===== src/rtl/endec_host_adapter_pkg.sv =====
// Shared types and word-count constants for the encoder/decoder host adapter.
// Frame widths are fixed by the core: 128 b encoder input, up to 384 b decoder input.
package endec_host_adapter_pkg;

  typedef enum logic [1:0] {IDLE, LOAD, RUN, UNLOAD} state_t;

  localparam int WORD_W    = 32;
  localparam int FRAME_W   = 384;
  localparam int MAX_WORDS = 12;

  localparam logic [3:0] ENC_IN_WORDS  = 4'd4;
  localparam logic [3:0] DEC_OUT_WORDS = 4'd4;
  localparam logic [3:0] R12_WORDS     = 4'd8;
  localparam logic [3:0] R13_WORDS     = 4'd12;

  function automatic logic [3:0] rate_words(input logic code_rate);
    return code_rate ? R13_WORDS : R12_WORDS;
  endfunction

  // The coded side of the core carries 8 or 12 words; the plain side always 4.
  function automatic logic [3:0] in_words(input logic mode, input logic code_rate);
    return mode ? rate_words(code_rate) : ENC_IN_WORDS;
  endfunction

  function automatic logic [3:0] out_words(input logic mode, input logic code_rate);
    return mode ? DEC_OUT_WORDS : rate_words(code_rate);
  endfunction

endpackage


===== src/rtl/endec_word_shifter.sv =====
// 384-bit frame register: bulk load, or write one 32-bit word by index; combinational word read by index.
// One-cycle write latency, no flow control (the owner gates load_en/wr_en).
module endec_word_shifter
  import endec_host_adapter_pkg::*;
(
  input  logic               clk,
  input  logic               rst,
  input  logic               load_en,
  input  logic [FRAME_W-1:0] load_data,
  input  logic               wr_en,
  input  logic [3:0]         wr_idx,
  input  logic [WORD_W-1:0]  wr_word,
  input  logic [3:0]         rd_idx,
  output logic [FRAME_W-1:0] q,
  output logic [WORD_W-1:0]  rd_word
);

  always_ff @(posedge clk or posedge rst) begin
    if (rst) begin
      q <= '0;
    end else if (load_en) begin
      q <= load_data;
    end else if (wr_en) begin
      for (int k = 0; k < MAX_WORDS; k++) begin
        if (wr_idx == 4'(k)) q[k*WORD_W +: WORD_W] <= wr_word;
      end
    end
  end

  // Indices past the last word read as zero.
  always_comb begin
    rd_word = '0;
    for (int k = 0; k < MAX_WORDS; k++) begin
      if (rd_idx == 4'(k)) rd_word = q[k*WORD_W +: WORD_W];
    end
  end

endmodule


===== src/rtl/endec_host_adapter.sv =====
// Host stream front end: gathers 32-bit words into a core frame, runs the core, streams the result back.
// Latency: last word in -> o_en 1 cycle, done -> first o_m_valid 1 cycle; output stalls indefinitely on i_m_ready=0.
module endec_host_adapter
  import endec_host_adapter_pkg::*;
#(
  parameter int TIMEOUT_CYCLES = 4096,
  parameter int CNT_W          = 13
) (
  input  logic         sys_clk,
  input  logic         rst,
  input  logic         i_code_rate,
  input  logic         i_constr_len,
  input  logic         i_mode_sel,
  input  logic [31:0]  i_s_data,
  input  logic         i_s_valid,
  output logic         o_s_ready,
  output logic [31:0]  o_m_data,
  output logic         o_m_valid,
  input  logic         i_m_ready,
  output logic         o_en,
  output logic         o_code_rate,
  output logic         o_constr_len,
  output logic         o_mode_sel,
  output logic [127:0] o_encoder_data_frame,
  output logic [383:0] o_decoder_data_frame,
  input  logic [383:0] i_encoder_data,
  input  logic         i_encoder_done,
  input  logic [127:0] i_decoder_data,
  input  logic         i_decoder_done,
  output logic         o_busy,
  output logic         o_timeout
);

  state_t             state;
  logic [3:0]         cnt;
  logic [CNT_W-1:0]   tmr;
  logic               s_fire, m_fire, done_hit;
  logic [3:0]         need_in, need_out;
  logic [FRAME_W-1:0] in_q, result, unused_out_q;
  logic [WORD_W-1:0]  out_word, unused_in_word;

  assign s_fire   = o_s_ready & i_s_valid;
  assign m_fire   = o_m_valid & i_m_ready;
  assign done_hit = o_mode_sel ? i_decoder_done : i_encoder_done;
  assign result   = o_mode_sel ? {256'b0, i_decoder_data} : i_encoder_data;
  assign need_in  = in_words(o_mode_sel, o_code_rate);
  assign need_out = out_words(o_mode_sel, o_code_rate);
  assign o_busy   = (state != IDLE);

  assign o_encoder_data_frame = in_q[127:0];
  assign o_decoder_data_frame = o_code_rate ? in_q : {128'b0, in_q[255:0]};

  // Word 0 bulk-loads the frame zero-extended so a shorter frame never inherits stale upper words.
  endec_word_shifter u_in_frame (
    .clk       (sys_clk),
    .rst       (rst),
    .load_en   ((state == IDLE) && s_fire),
    .load_data (FRAME_W'(i_s_data)),
    .wr_en     ((state == LOAD) && s_fire),
    .wr_idx    (cnt),
    .wr_word   (i_s_data),
    .rd_idx    (cnt),
    .q         (in_q),
    .rd_word   (unused_in_word)
  );

  // Read index runs one ahead so o_m_data can register the next word on each accept.
  endec_word_shifter u_out_frame (
    .clk       (sys_clk),
    .rst       (rst),
    .load_en   ((state == RUN) && done_hit),
    .load_data (result),
    .wr_en     (1'b0),
    .wr_idx    (4'd0),
    .wr_word   ('0),
    .rd_idx    (cnt + 4'd1),
    .q         (unused_out_q),
    .rd_word   (out_word)
  );

  always_ff @(posedge sys_clk or posedge rst) begin
    if (rst) begin
      state        <= IDLE;
      cnt          <= '0;
      tmr          <= '0;
      o_s_ready    <= 1'b0;
      o_m_valid    <= 1'b0;
      o_m_data     <= '0;
      o_en         <= 1'b0;
      o_timeout    <= 1'b0;
      o_code_rate  <= 1'b0;
      o_constr_len <= 1'b0;
      o_mode_sel   <= 1'b0;
    end else begin
      o_timeout <= 1'b0;
      case (state)
        IDLE: begin
          o_s_ready <= 1'b1;
          if (s_fire) begin
            o_code_rate  <= i_code_rate;
            o_constr_len <= i_constr_len;
            o_mode_sel   <= i_mode_sel;
            cnt          <= 4'd1;
            state        <= LOAD;
          end
        end
        LOAD: begin
          if (s_fire) begin
            if (cnt == need_in - 4'd1) begin
              cnt       <= '0;
              tmr       <= '0;
              o_s_ready <= 1'b0;
              o_en      <= 1'b1;
              state     <= RUN;
            end else begin
              cnt <= cnt + 4'd1;
            end
          end
        end
        RUN: begin
          // A done on the final allowed cycle still wins over the timeout.
          if (done_hit) begin
            o_en      <= 1'b0;
            o_m_valid <= 1'b1;
            o_m_data  <= result[WORD_W-1:0];
            cnt       <= '0;
            state     <= UNLOAD;
          end else if (tmr == CNT_W'(TIMEOUT_CYCLES - 1)) begin
            o_en      <= 1'b0;
            o_timeout <= 1'b1;
            o_s_ready <= 1'b1;
            state     <= IDLE;
          end else begin
            tmr <= tmr + 1'b1;
          end
        end
        UNLOAD: begin
          if (m_fire) begin
            if (cnt == need_out - 4'd1) begin
              o_m_valid <= 1'b0;
              o_s_ready <= 1'b1;
              cnt       <= '0;
              state     <= IDLE;
            end else begin
              cnt      <= cnt + 4'd1;
              o_m_data <= out_word;
            end
          end
        end
        default: state <= IDLE;
      endcase
    end
  end

endmodule


===== config.mk =====
export PLATFORM = sky130hd
export DESIGN_NAME = endec_host_adapter
export DESIGN_NICKNAME = d
export VERILOG_FILES = /design/src/rtl/endec_host_adapter_pkg.sv /design/src/rtl/endec_word_shifter.sv /design/src/rtl/endec_host_adapter.sv
export SDC_FILE = /design/constraint.sdc
export NUM_CORES = 2
export LEC_CHECK = 0
export ABC_AREA = 1
export CORE_AREA = 2 2 433 435
export DETAILED_ROUTE_END_ITERATION = 7
export DIE_AREA = 0 0 435 437
export GPL_TIMING_DRIVEN = 0
export HOLD_SLACK_MARGIN = 0.03
export PLACE_DENSITY_LB_ADDON = 0.12
export REMOVE_ABC_BUFFERS = 1
export SLEW_MARGIN = 20
export SYNTH_ARGS = -nofsm -noshare
export SYNTH_HDL_FRONTEND = slang
export SYNTH_SLANG_ARGS = --single-unit

===== constraint.sdc =====
create_clock -name sys_clk -period 31.5 [get_ports sys_clk]
set_input_delay 6.3 -clock sys_clk [delete_from_list [all_inputs] [get_ports sys_clk]]
set_output_delay 6.3 -clock sys_clk [all_outputs]
set_load 0.01 [all_outputs]

==> reports/metrics.yaml <==
outcome:
  status: "completed"
global_routing:
  grt_pass1_wl_mm: 262
  grt_overflow: 0
  grt_max_degree: 126
  track_usage_pct: 19.0
  antenna_found_initial: 67
  grt_pass1_vias: 34500
placement:
  dpl_worst_slack_ps: 21520
  dpl_cell_area_sq_um: 52100
  gp_congestion: 0.774
  dp_hpwl_mm: 135
  io_buffers: 1104
layout:
  final_layout_size_suffix_gt1_share_pct: 5.65
  n_fill_cell: 20100
  regArea_sq_um: 20700
  syn_to_final_growth_pct: 38.9
  final_nets: 6132
  fin_area_sq_um: 55800
  multi_input_area_sq_um: 14100
  final_core_util_pct: 30.2
min_path:
  min_path_type: "reg2reg"
clocking:
  postCtsSetupRepairBufs: 0
  cts_max_level: 3
  cts_root_buf: "clkbuf_16"
  cts-resized-gates: 0
  clock_path_buffers: 3
  cts_tree: "done"
  cts_buffers: 108
  tritoncts_num_sinks: 826
  insertion_delay_ps: 780
  clk_pin_slew_ps: 60
  cts_hold_buf: 0
drt:
  drcViolationCount: 0
  dr.pass1.iters: 7
  viasPerCell: 4.25
  vias: 34700
  wire_per_inst_microns: 22.6
  detail-route-antenna-nets: 0
  wl_mm: 184
  drtIter0Drc: 1951
sta:
  finalSetupViolCount: 0
  max_freq_mhz: 107
  rsz0062_at_grt: "false"
  drv_slew: 0
  worst_pin_slew_ps: 838
  finalHoldViolCount: 0
  post-route-min-period_ps: 9300
  finClkSkew_ps: 48.4
  final.period_utilization_pct: 29.5
  setup_slack_ps: 22200
  tns_ps: 0
  maxSlewHeadroom_pct: 44.0
synthesis:
  synth_area_sq_um: 40200
  postSynthAreaPerCell_sq_um: 8.04
  yosys_warnings: 0
  ys_seq_area_share_pct: 51.5
  yosys.area.top_type: "dfrtp_1"
  yosysTopAreaCellShare_pct: 51.5
  synth_seq_cells: 826
  syn_inst: 4997
  synthTopCellsByArea: "dfrtp_1, nand2_1, o21ai_0"
  synth_cell_types: 35
job:
  max-cap-violations: 0
floorplanning:
  dieArea_sq_um: 190000
  start_util_pct: 21.7
  die_x_microns: 435
  fp-row-count: 158
  pin_count: 1105
  coreArea_sq_um: 185000
  dieHeight_microns: 437
worst_setup_path:
  cp-start-kind: "register"
  worstPathRequired_ps: 25200
  crit_path_end_kind: "primary output"
  path_max_fanout: 58
  path_class: "reg2out"
  crit_arrival_ps: 3000
power_and_ir_drop:
  peakVddDrop_v: 0.0000422
  leakage_uw: 0.0254
  power_density_nw_per_um2: 44.3
==> synth_stat cells <==
master	n
inv_1	365
nor3b_1	3
nand2_1	1497
mux2i_1	27
buf_4	387
inv_2	5
nor2_2	4
nand2_2	3
a22oi_1	1
nand2_4	1
clkinv_1	1
dfrtp_1	826
nand3_1	207
xor2_2	1
or2_2	2
xor2_1	3
mux2_2	34
a21oi_1	136
nor2_4	6
a31oi_1	107
a211oi_1	1
buf_1	15
o31ai_1	1
o22ai_1	6
o21ai_0	751
buf_2	35
nor4_1	1
a31o_2	1
clkbuf_1	280
nor2_1	263
o211ai_1	3
nand4_1	9
nor3_1	3
ha_1	11
a311oi_1	1
==> worst paths after layout <==
| kind | slack [ps] | from | endpoint | cells after the start |
|---|---|---|---|---|
| min in group asynchronous | 5970 | rst | u_in_frame.q[258] | 2 |
| min reg2reg | 480 | u_out_frame.q[350] | u_out_frame.q[350] | 2 |
| min | 480 | u_out_frame.q[350] | u_out_frame.q[350] | 2 |
| max reg2reg | 26360 | o_mode_sel | o_m_data[28] | 17 |
| max in group asynchronous | 22920 | rst | u_out_frame.q[183] | 7 |
| max | 22200 | o_code_rate | o_decoder_data_frame[348] | 5 |
==> report_power, final <==
| group | switching [uW] | internal [uW] | total [uW] |
|---|---|---|---|
| Clock | 530 | 766 | 1300 |
| Combinational | 47.1 | 65.5 | 113 |
| Sequential | 0 | 1060 | 1060 |
| Total | 577 | 1890 | 2470 |
==> layout by cell type (no fill, tap or decap), types with 4 or more instances in the layout <==
cell / count
bufinv_16: 8
clkbuf_8: 28
clkbuf_1: 26
a21oi_1: 135
a31oi_1: 107
nor2_1: 263
buf_4: 5
mux2_2: 34
diode_2: 23
nor2_4: 8
dfrtp_1: 824
clkbuf_16: 109
nand3_1: 204
o21ai_0: 750
clkinv_2: 9
buf_16: 41
clkdlybuf4s50_1: 1104
inv_1: 364
nand2_1: 1483
o22ai_1: 6
buf_12: 25
nand2_4: 16
mux2i_1: 26
nand4_1: 9
ha_1: 10
clkinv_16: 4
==> flip-flops by register name, summed over array words and instances (netlist names), 2 cells and up <==
| signal | cells |
|---|---|
| u_out_frame.q | 384 |
| tmr | 13 |
| u_in_frame.q | 384 |
| state | 2 |
| o_m_data | 32 |
| cnt | 4 |
==> cells by family after synthesis <==
family | synth area share (%)
buf+inv | 13.9
simple gates | 19.6
flops | 51.5
fa+ha+maj | 0.343
xor+xnor | 0.106
mux | 1.63
compound gates | 13.0
==> final cells by class <==
type	count	area share [%]
Sequential cell	826	37.1
Timing Repair Buffer	1178	22.9
Antenna cell	23	0.103
Clock buffer	163	5.75
Clock inverter	25	0.814
Inverter	371	2.54
Tap cell	2480	5.56
Multi-Input combinational cell	3083	25.3
==> worst max-delay path, cell delays in order, from the launching register on <==
cell	delay [ps]
dfrtp_4	740
buf_12	300
buf_16	270
nand2_1	100
inv_1	70
clkdlybuf4s50_1	620
==> per-stage QoR <==
step | hold WS, ps | cells | power, uW
6_report | 477 | 8149 | 2470
5_1_grt | 493 | 8142 | 2560
4_1_cts | 482 | 8126 | 2520
3_5_place_dp | 468 | 7938 | 1200
3_3_place_gp | 460 | 7864 | 1190
2_1_floorplan | 448 | 4280 | 1110
==> per-layer routing <==
metal	wire length, microns	track usage, %	vias to the layer above
li1	-	-	16700
met1	74100	22.0	16700
met2	93900	33.7	902
met3	9740	4.51	290
met4	6300	6.92	52
met5	341	0	-
Note: power is estimated with default switching activity, not from simulation.
